### src/rtl/shift_reg_piso_if.sv
// Load/serial bundle for shift_reg_piso.
// master: upstream word source and serial consumer side; slave: the shift register.
// Signals: load_valid/load_ready/load_data (word handshake), dataout, serial_valid,
//   serial_last, busy (serial side and status).
interface shift_reg_piso_if #(
  parameter int size = 8
);
  logic            load_valid;
  logic            load_ready;
  logic [size-1:0] load_data;
  logic            dataout;
  logic            serial_valid;
  logic            serial_last;
  logic            busy;

  modport master (
    output load_valid, load_data,
    input  load_ready, dataout, serial_valid, serial_last, busy
  );

  modport slave (
    input  load_valid, load_data,
    output load_ready, dataout, serial_valid, serial_last, busy
  );
endinterface

### src/rtl/shift_reg_piso.sv
// Purpose: parallel-in/serial-out shifter, one bit per clock, framed by serial_valid/serial_last.
// Latency: first bit on dataout the cycle after the accept edge; words chain with no bubble.
// Backpressure: load_ready low mid-frame; a word is only taken in IDLE or on the last-bit cycle.
// Ports: clk, reset (sync, active-high); bus.slave carries load_valid/load_ready/load_data,
//   dataout, serial_valid, serial_last and busy.
module shift_reg_piso #(
  parameter int size      = 8,
  parameter bit LSB_FIRST = 1'b1
) (
  input  logic             clk,
  input  logic             reset,
  shift_reg_piso_if.slave  bus
);
  localparam int            CW   = $clog2(size);
  localparam logic [CW-1:0] LAST = CW'(size - 1);

  typedef enum logic {IDLE, SHIFT} state_t;

  state_t          state;
  logic [size-1:0] sr;
  logic [CW-1:0]   cnt;
  logic            dout;
  logic            sval;
  logic [size-1:0] sr_shifted;
  logic            at_last;
  logic            accept;

  // Bit that sits at the output end of a word.
  function automatic logic out_bit(input logic [size-1:0] w);
    return LSB_FIRST ? w[0] : w[size-1];
  endfunction

  always_comb begin
    sr_shifted = LSB_FIRST ? (sr >> 1) : (sr << 1);
  end

  assign at_last = (state == SHIFT) && (cnt == LAST);
  // A new word may land on the last-bit edge so the stream stays gap-free.
  assign bus.load_ready = (state == IDLE) || at_last;
  assign accept         = bus.load_valid && bus.load_ready;

  assign bus.dataout      = dout;
  assign bus.serial_valid = sval;
  assign bus.serial_last  = at_last;
  assign bus.busy         = (state == SHIFT);

  // dout is registered alongside sr and always mirrors the output end of the
  // value sr takes on the same edge.
  always_ff @(posedge clk) begin
    if (reset) begin
      state <= IDLE;
      sr    <= '0;
      cnt   <= '0;
      dout  <= 1'b0;
      sval  <= 1'b0;
    end else begin
      case (state)
        IDLE: begin
          if (accept) begin
            sr    <= bus.load_data;
            cnt   <= '0;
            dout  <= out_bit(bus.load_data);
            sval  <= 1'b1;
            state <= SHIFT;
          end
        end
        SHIFT: begin
          if (cnt != LAST) begin
            sr   <= sr_shifted;
            cnt  <= cnt + 1'b1;
            dout <= out_bit(sr_shifted);
          end else if (accept) begin
            sr   <= bus.load_data;
            cnt  <= '0;
            dout <= out_bit(bus.load_data);
          end else begin
            state <= IDLE;
            sval  <= 1'b0;
            dout  <= 1'b0;
          end
        end
        default: state <= IDLE;
      endcase
    end
  end
endmodule
### src/flat_wrapper.sv
// flat-port wrapper written by rule: the top's interface ports become plain ports
module shift_reg_piso_flat 
#(
  parameter int size      = 8,
  parameter bit LSB_FIRST = 1'b1
)
  (clk, reset, bus_load_valid, bus_load_data, bus_load_ready, bus_dataout, bus_serial_valid, bus_serial_last, bus_busy);
  shift_reg_piso_if #(.size(size)) bus_i ();
  input  logic clk;
  input  logic reset;
  input wire logic [$bits(bus_i.load_valid)-1:0] bus_load_valid;
  input wire logic [$bits(bus_i.load_data)-1:0] bus_load_data;
  output wire logic [$bits(bus_i.load_ready)-1:0] bus_load_ready;
  output wire logic [$bits(bus_i.dataout)-1:0] bus_dataout;
  output wire logic [$bits(bus_i.serial_valid)-1:0] bus_serial_valid;
  output wire logic [$bits(bus_i.serial_last)-1:0] bus_serial_last;
  output wire logic [$bits(bus_i.busy)-1:0] bus_busy;
  assign bus_i.load_valid = bus_load_valid;
  assign bus_i.load_data = bus_load_data;
  assign bus_load_ready = bus_i.load_ready;
  assign bus_dataout = bus_i.dataout;
  assign bus_serial_valid = bus_i.serial_valid;
  assign bus_serial_last = bus_i.serial_last;
  assign bus_busy = bus_i.busy;
  shift_reg_piso #(.size(size), .LSB_FIRST(LSB_FIRST)) u_core (.clk(clk), .reset(reset), .bus(bus_i));
endmodule
### config.mk
export PLATFORM = sky130hd
export DESIGN_NAME = shift_reg_piso_flat
export DESIGN_NICKNAME = d
export VERILOG_FILES = /design/src/rtl/shift_reg_piso_if.sv /design/src/rtl/shift_reg_piso.sv /design/src/flat_wrapper.sv
export SDC_FILE = /design/constraint.sdc
export NUM_CORES = 1
export LEC_CHECK = 0
export CORE_UTILIZATION = 28
export DETAILED_ROUTE_END_ITERATION = 8
export GPL_TIMING_DRIVEN = 0
export HOLD_SLACK_MARGIN = 0.08
export SYNTH_ARGS = -nofsm -noshare
export SYNTH_HDL_FRONTEND = slang
export SYNTH_SLANG_ARGS = --single-unit
### constraint.sdc
create_clock -name clk -period 1.55 [get_ports clk]
set_clock_uncertainty 0.15 [all_clocks]
set_input_delay 0.155 -clock clk [delete_from_list [all_inputs] [get_ports clk]]
set_output_delay 0.155 -clock clk [all_outputs]
set_load 0.01 [all_outputs]
---- After elaboration in Yosys (flattened, before gate mapping) ----
Index checks and enable logic that the tools add are counted.
word-level totals
  output and inout port bits .............. 5
  bits of input ports ..................... 11
  register bits after elaboration ......... 14
  logic and storage cells ................. 33
cells by class
  muxes and demuxes ....................... 17
  add/subtract/negate cells ............... 1
  equal/unequal tests ..................... 5
  bitwise gates (word level) .............. 1
  reduce and logical (&&, ||, !) cells .... 4
operators by type and width
  operator                                                count
  2-to-1 mux 8 bit                                        2
  case mux 8 bit (2 select lines)                         1
  2-to-1 mux 1 bit                                        8
  2-to-1 mux 3 bit                                        2
  case mux 1 bit (2 select lines)                         3
  case mux 3 bit (2 select lines)                         1
  inequality test 2 bit (second input constant)           2
  adder 3 x 1 -> 3 bit (second input constant)            1
  == test 3 bit (second input constant)                   1
  inequality test 3 bit (second input constant)           1
  AND reduction 3 bit                                     1
  logical AND 1 bit                                       2
  inequality test 2 x 1 -> 1 bit (second input constant)  1
  logical OR 1 bit                                        1
  inverter 1 bit                                          1

---- Logic depth before layout (Yosys ltp) ----
  word-level depth ........................ 7
  mapped depth ............................ 7
  depth with buffers taken out ............ 6

---- Least setup slack after synthesis ----
Ideal clock, no wire load.
  path type ............................... register to register
  from .................................... register u_core.cnt[0]
  to ...................................... register u_core.cnt[1]
  data arrival time ....................... 1.198 ns
  setup time .............................. 0.134 ns
  buffers on the path ..................... 1
  required time ........................... 1.266 ns
  stages on the path, launching flop included .. 8
  setup slack ............................. 0.068 ns
  period minus slack after synthesis ...... 1.482 ns
  path through ............................ dfxtp_1 -> ha_1 -> ha_1 -> nor2b_4 -> inv_4 -> buf_8 -> nand3_1 -> a21oi_1
between the ends
  longest elaborated chain between the ends .. 7
  elaborated cells between the ends (all ways) .. 9
  classes of those cells .................. add/sub (1); eq/ne (2); mux (3); reduce/logical (3)
RTL lines
  element                              RTL line              RTL
  start: declaration                   shift_reg_piso.sv:21  logic [CW-1:0] cnt;
  start signal: assignment             shift_reg_piso.sv:70  cnt <= cnt + 1'b1;
  == test 3 bit (*)                    shift_reg_piso.sv:37  assign at_last = (state == SHIFT) && (cnt == LAST);
  logical AND 1 bit (*)                shift_reg_piso.sv:37
  logical OR 1 bit (*)                 shift_reg_piso.sv:39  assign bus.load_ready = (state == IDLE) || at_last;
  named net bus_load_ready             flat_wrapper.sv:13    output wire logic [$bits(bus_i.load_ready)-1:0] bus_load_ready;
  logical AND 1 bit (*)                shift_reg_piso.sv:40  assign accept = bus.load_valid && bus.load_ready;
  2-to-1 mux 3 bit (*)                 -
  2-to-1 mux 3 bit                     shift_reg_piso.sv:68  if (cnt != LAST) begin
  case mux 3 bit (2 select lines) (*)  shift_reg_piso.sv:57  case (state)
The timed path passes the listed nets; every way through them passes the cells marked *.
A chain may end at the register's enable or synchronous reset.

---- Final worst setup path ----
  from .................................... register u_core.cnt[0]
  to ...................................... output bus_load_ready
between the ends
  longest elaborated chain between the ends .. 3
RTL lines
  element            RTL line
  == test 3 bit      shift_reg_piso.sv:37
  logical AND 1 bit  shift_reg_piso.sv:37
  logical OR 1 bit   shift_reg_piso.sv:39
  end: declaration   flat_wrapper.sv:13
Every way passes these cells.

==> metrics.md <==
| Metric | Value |
|---|---|
| Status | `finished, violations left` |
| Violated checks | `negative setup slack` |
| Router iterations before antenna repair | `3` |
| Clk pwr share | `0.291` |
| Busiest metal layer after global routing | `met2` |
| DRC Markers | `0` |
| Startpoint Class | `flop` |
| CTS clk-pin slew, worst paths | `~0.08 ns` |
| Dpl cell area | `754.5 sq um` |
| Starting Density | `0.2959` |
| ANT cells | `0` |
| P&R area growth vs syn | `49.57%` |
| Dpl hpwl | `about 800 um` |
| Endpoints failing hold | `0` |
| Largest net degree at the start of global routing | `11` |
| Synth area leader | `dfxtp_1` |
| Relative slew margins | `0.6300` |
| VDD IR max | `approximately 0.32 mV` |
| Synthesis warning total | `0` |
| Met1 Use GR | `0.1568` |
| P_sw | `about 0.19 mW` |
| Top cell type's share of synthesized area | `0.4483` |
| Nets | `95` |
| Slew Limit Fails | `0` |
| WL/cell | `11.07 um` |
| Lkg Pwr | `0.3582 nW` |
| I/O Buffers | `14` |
| CTS H-tree depth | `1` |
| Fmax | `612.6 MHz` |
| Iter 0 DRT Violations | `3` |
| Layout cell share with drive strength beyond 1 | `0.3086` |
| P_int | `~0.54 mW` |
| Hold slack | `roughly 0.19 ns` |
| Die Ht | `~48 um` |
| RSZ-0062 raised after global routing | `yes` |
| Total core area | `~2000 sq um` |
| CP arrival | `roughly 1.3 ns` |
| Initial antenna violation count | `0` |
| Met3 Use GR | `0.03396` |
| Total number of vias | `497` |
| Vias in the first global route | `roughly 450` |
| Hold crit path type | `in2reg` |
| Sw frac | `0.2574` |
| Die area | `roughly 2300 sq um` |
| Io pins | `16` |
| Reg2reg end | `u_core.cnt[0]` |
| Hold path startpoint | `bus_load_valid` |
| Std-Cell Rows | `16` |
| Netlist Area Pre-Place | `slightly below 600 sq um` |
| Worst-skew pair later-pin latency | `roughly 0.28 ns` |
| Max FO, Critical Path | `3` |
| Met2 global-route usage | `0.1890` |
| Total track usage | `0.1302` |
| Post-CTS Hold Buffers | `0` |
| FF-to-FF setup slack | `0 ns` |
| Reg2reg start | `u_core.cnt[0]` |
| Data required time at the worst endpoint | `1.24 ns` |
| Synthesized area per cell | `around 9.8 sq um` |
| Die W | `roughly 48 um` |
| Routed wire length | `around 1.2 mm` |
| Total gr overflow | `0` |
| Worst Hold End | `u_core.sr[7]` |
| R2R cell count | `8` |
| Slew @ Worst Pin | `between 0.5 and 0.6 ns` |
| Vias/cell | `4.602` |
| Min Tclk post-route | `1.632 ns` |
| Post-synthesis register bit count | `13` |
| Share of the clock period used by the worst path | `1.053` |
| Crit end category | `output port` |
| Synth cell types | `20` |
| Hold Crit Depth | `3` |
| Setup ws final | `-0.08236 ns` |
| Sequential share of power | `0.511` |
| Combinational Power Share | `0.197` |
| Area contributors post-synth | `dfxtp_1 45%, mux2i_1 12%, a211oi_1 7.8%` |
| Critical path type | `reg2out` |
| Cells after Synth | `59` |
| ANT nets after route | `0` |
| Design area | `868.3 sq um` |
| Tot Pwr | `roughly 0.73 mW` |
| Max-Cap Viols | `0` |
| GPL Wtd Cong | `0.7069` |
| Syn nets | `72` |
| Seq/Total Area, Yosys | `0.4483` |
| Sink Count | `13` |
| Power density cells | `roughly 840 nW/um^2` |
| Root buf cell | `clkbuf_4` |
| CTS Buffer Depth | `2` |
| First-pass GRT wire length | `around 1.9 mm` |
| CTS tree | `built` |
| Final setup fails | `1` |
| CTS buffer count | `3` |
[kinds of logic (layout without fill, tap and decap cells)]
| family | count (synthesis) | count (layout) | synth area share |
|---|---|---|---|
| multiplexers | 7 | 7 | 0.1207 |
| flip-flops | 13 | 13 | 0.4483 |
| adder cells (fa/ha/maj) | 2 | 2 | 0.04310 |
| AO/OA/AOI/OAI | 14 | 14 | 0.1616 |
| buffers and inverters | 6 | 28 | 0.06464 |
| AND/OR/NAND/NOR | 17 | 17 | 0.1616 |
[worst max-delay path by stage]
| stage | startpoint | end | slack (ns) | cells after the start |
|---|---|---|---|---|
| 3_3_place_gp | u_core.cnt[0] | bus_load_ready | -0.39 | 6 |
| 5_1_grt | u_core.cnt[0] | bus_load_ready | -0.13 | 6 |
| 4_1_cts | u_core.cnt[1] | bus_load_ready | -0.10 | 6 |
| 2_1_floorplan | u_core.cnt[0] | u_core.cnt[1] | 0.07 | 7 |
| 6_report | u_core.cnt[0] | bus_load_ready | -0.08 | 6 |
| 3_5_place_dp | u_core.cnt[0] | bus_load_ready | -0.40 | 6 |
[critical path: stages, from the launching register on]
cell     delay [ns]
dfxtp_2        0.34
ha_4           0.16
ha_4           0.16
nor2b_4        0.13
inv_4          0.04
buf_8          0.11
buf_6          0.11
[routing by layer]
metal  part of all wire  wire [um]
met1               0.44        532
met2               0.48        576
met5                  0          0
met3              0.044         53
met4              0.028         34
[flip-flops by register name (all words and copies together) (netlist names)]
name                     cells
u_core.bus.busy              1
u_core.cnt                   3
u_core.sr                    7
u_core.bus.serial_valid      1
u_core.bus.dataout           1
[synthesized netlist by cell type, drive strengths merged]
library cell  instances
nand2                 2
a211oi                7
mux2i                 7
ha                    2
a31oi                 1
nor2                  6
inv                   3
nor3                  1
and2                  1
nor2b                 1
or2b                  1
a21oi                 6
nand3                 4
buf                   3
dfxtp                13
and3b                 1
[metrics by stage]
stage               instances  utilization  worst slack [ns]  setup TNS [ns]
global route              108       0.4426           -0.1293         -0.3711
detailed placement        100       0.3846           -0.3954         -0.9308
CTS                       108       0.4311           -0.1013         -0.1013
floorplan                  59            -           0.06813               0
global placement          100       0.3846           -0.3922         -0.7833
finish                    108       0.4426          -0.08236        -0.08236
[layout by cell type, fill, tap and decap left out, types with 2 or more instances in the layout]
| master | instances |
|---|---|
| clkdlybuf4s50_1 | 11 |
| dfxtp_1 | 11 |
| mux2i_1 | 7 |
| nor2_1 | 6 |
| a211oi_2 | 6 |
| a21oi_1 | 6 |
| nand3_1 | 4 |
| buf_4 | 4 |
| clkbuf_4 | 3 |
| inv_1 | 2 |
| nand2_1 | 2 |
| ha_4 | 2 |
| buf_6 | 2 |
| dfxtp_2 | 2 |
[final cells by class]
| cell class | instances | area, sq um |
|---|---|---|
| fillers | 212 | 1094 |
| multi-input cells | 40 | 332.8 |
| flip-flops and latches | 13 | 262.8 |
| repair buffers | 18 | 175.2 |
| well taps | 27 | 33.78 |
| clock buffers | 4 | 26.28 |
| plain buffers | 3 | 23.77 |
| inverters | 3 | 13.76 |
[power by group through the flow]
| stage | Combinational, mW | Clock, mW | Sequential [mW] |
|---|---|---|---|
| after CTS | 0.138 | 0.221 | 0.371 |
| final | 0.143 | 0.211 | 0.371 |
| after floorplan | 0.0688 | 0 | 0.378 |
| after global placement | 0.121 | 0 | 0.377 |
| after detailed placement | 0.122 | 0 | 0.378 |
| after global routing | 0.158 | 0.237 | 0.373 |
[what timing repair did]
item,CTS,global route
resized for setup,17,5
endpoints found under the setup margin,11,10
pin swaps,1,3
buffers inserted,4,0
Power figures use the tool's default switching activity.
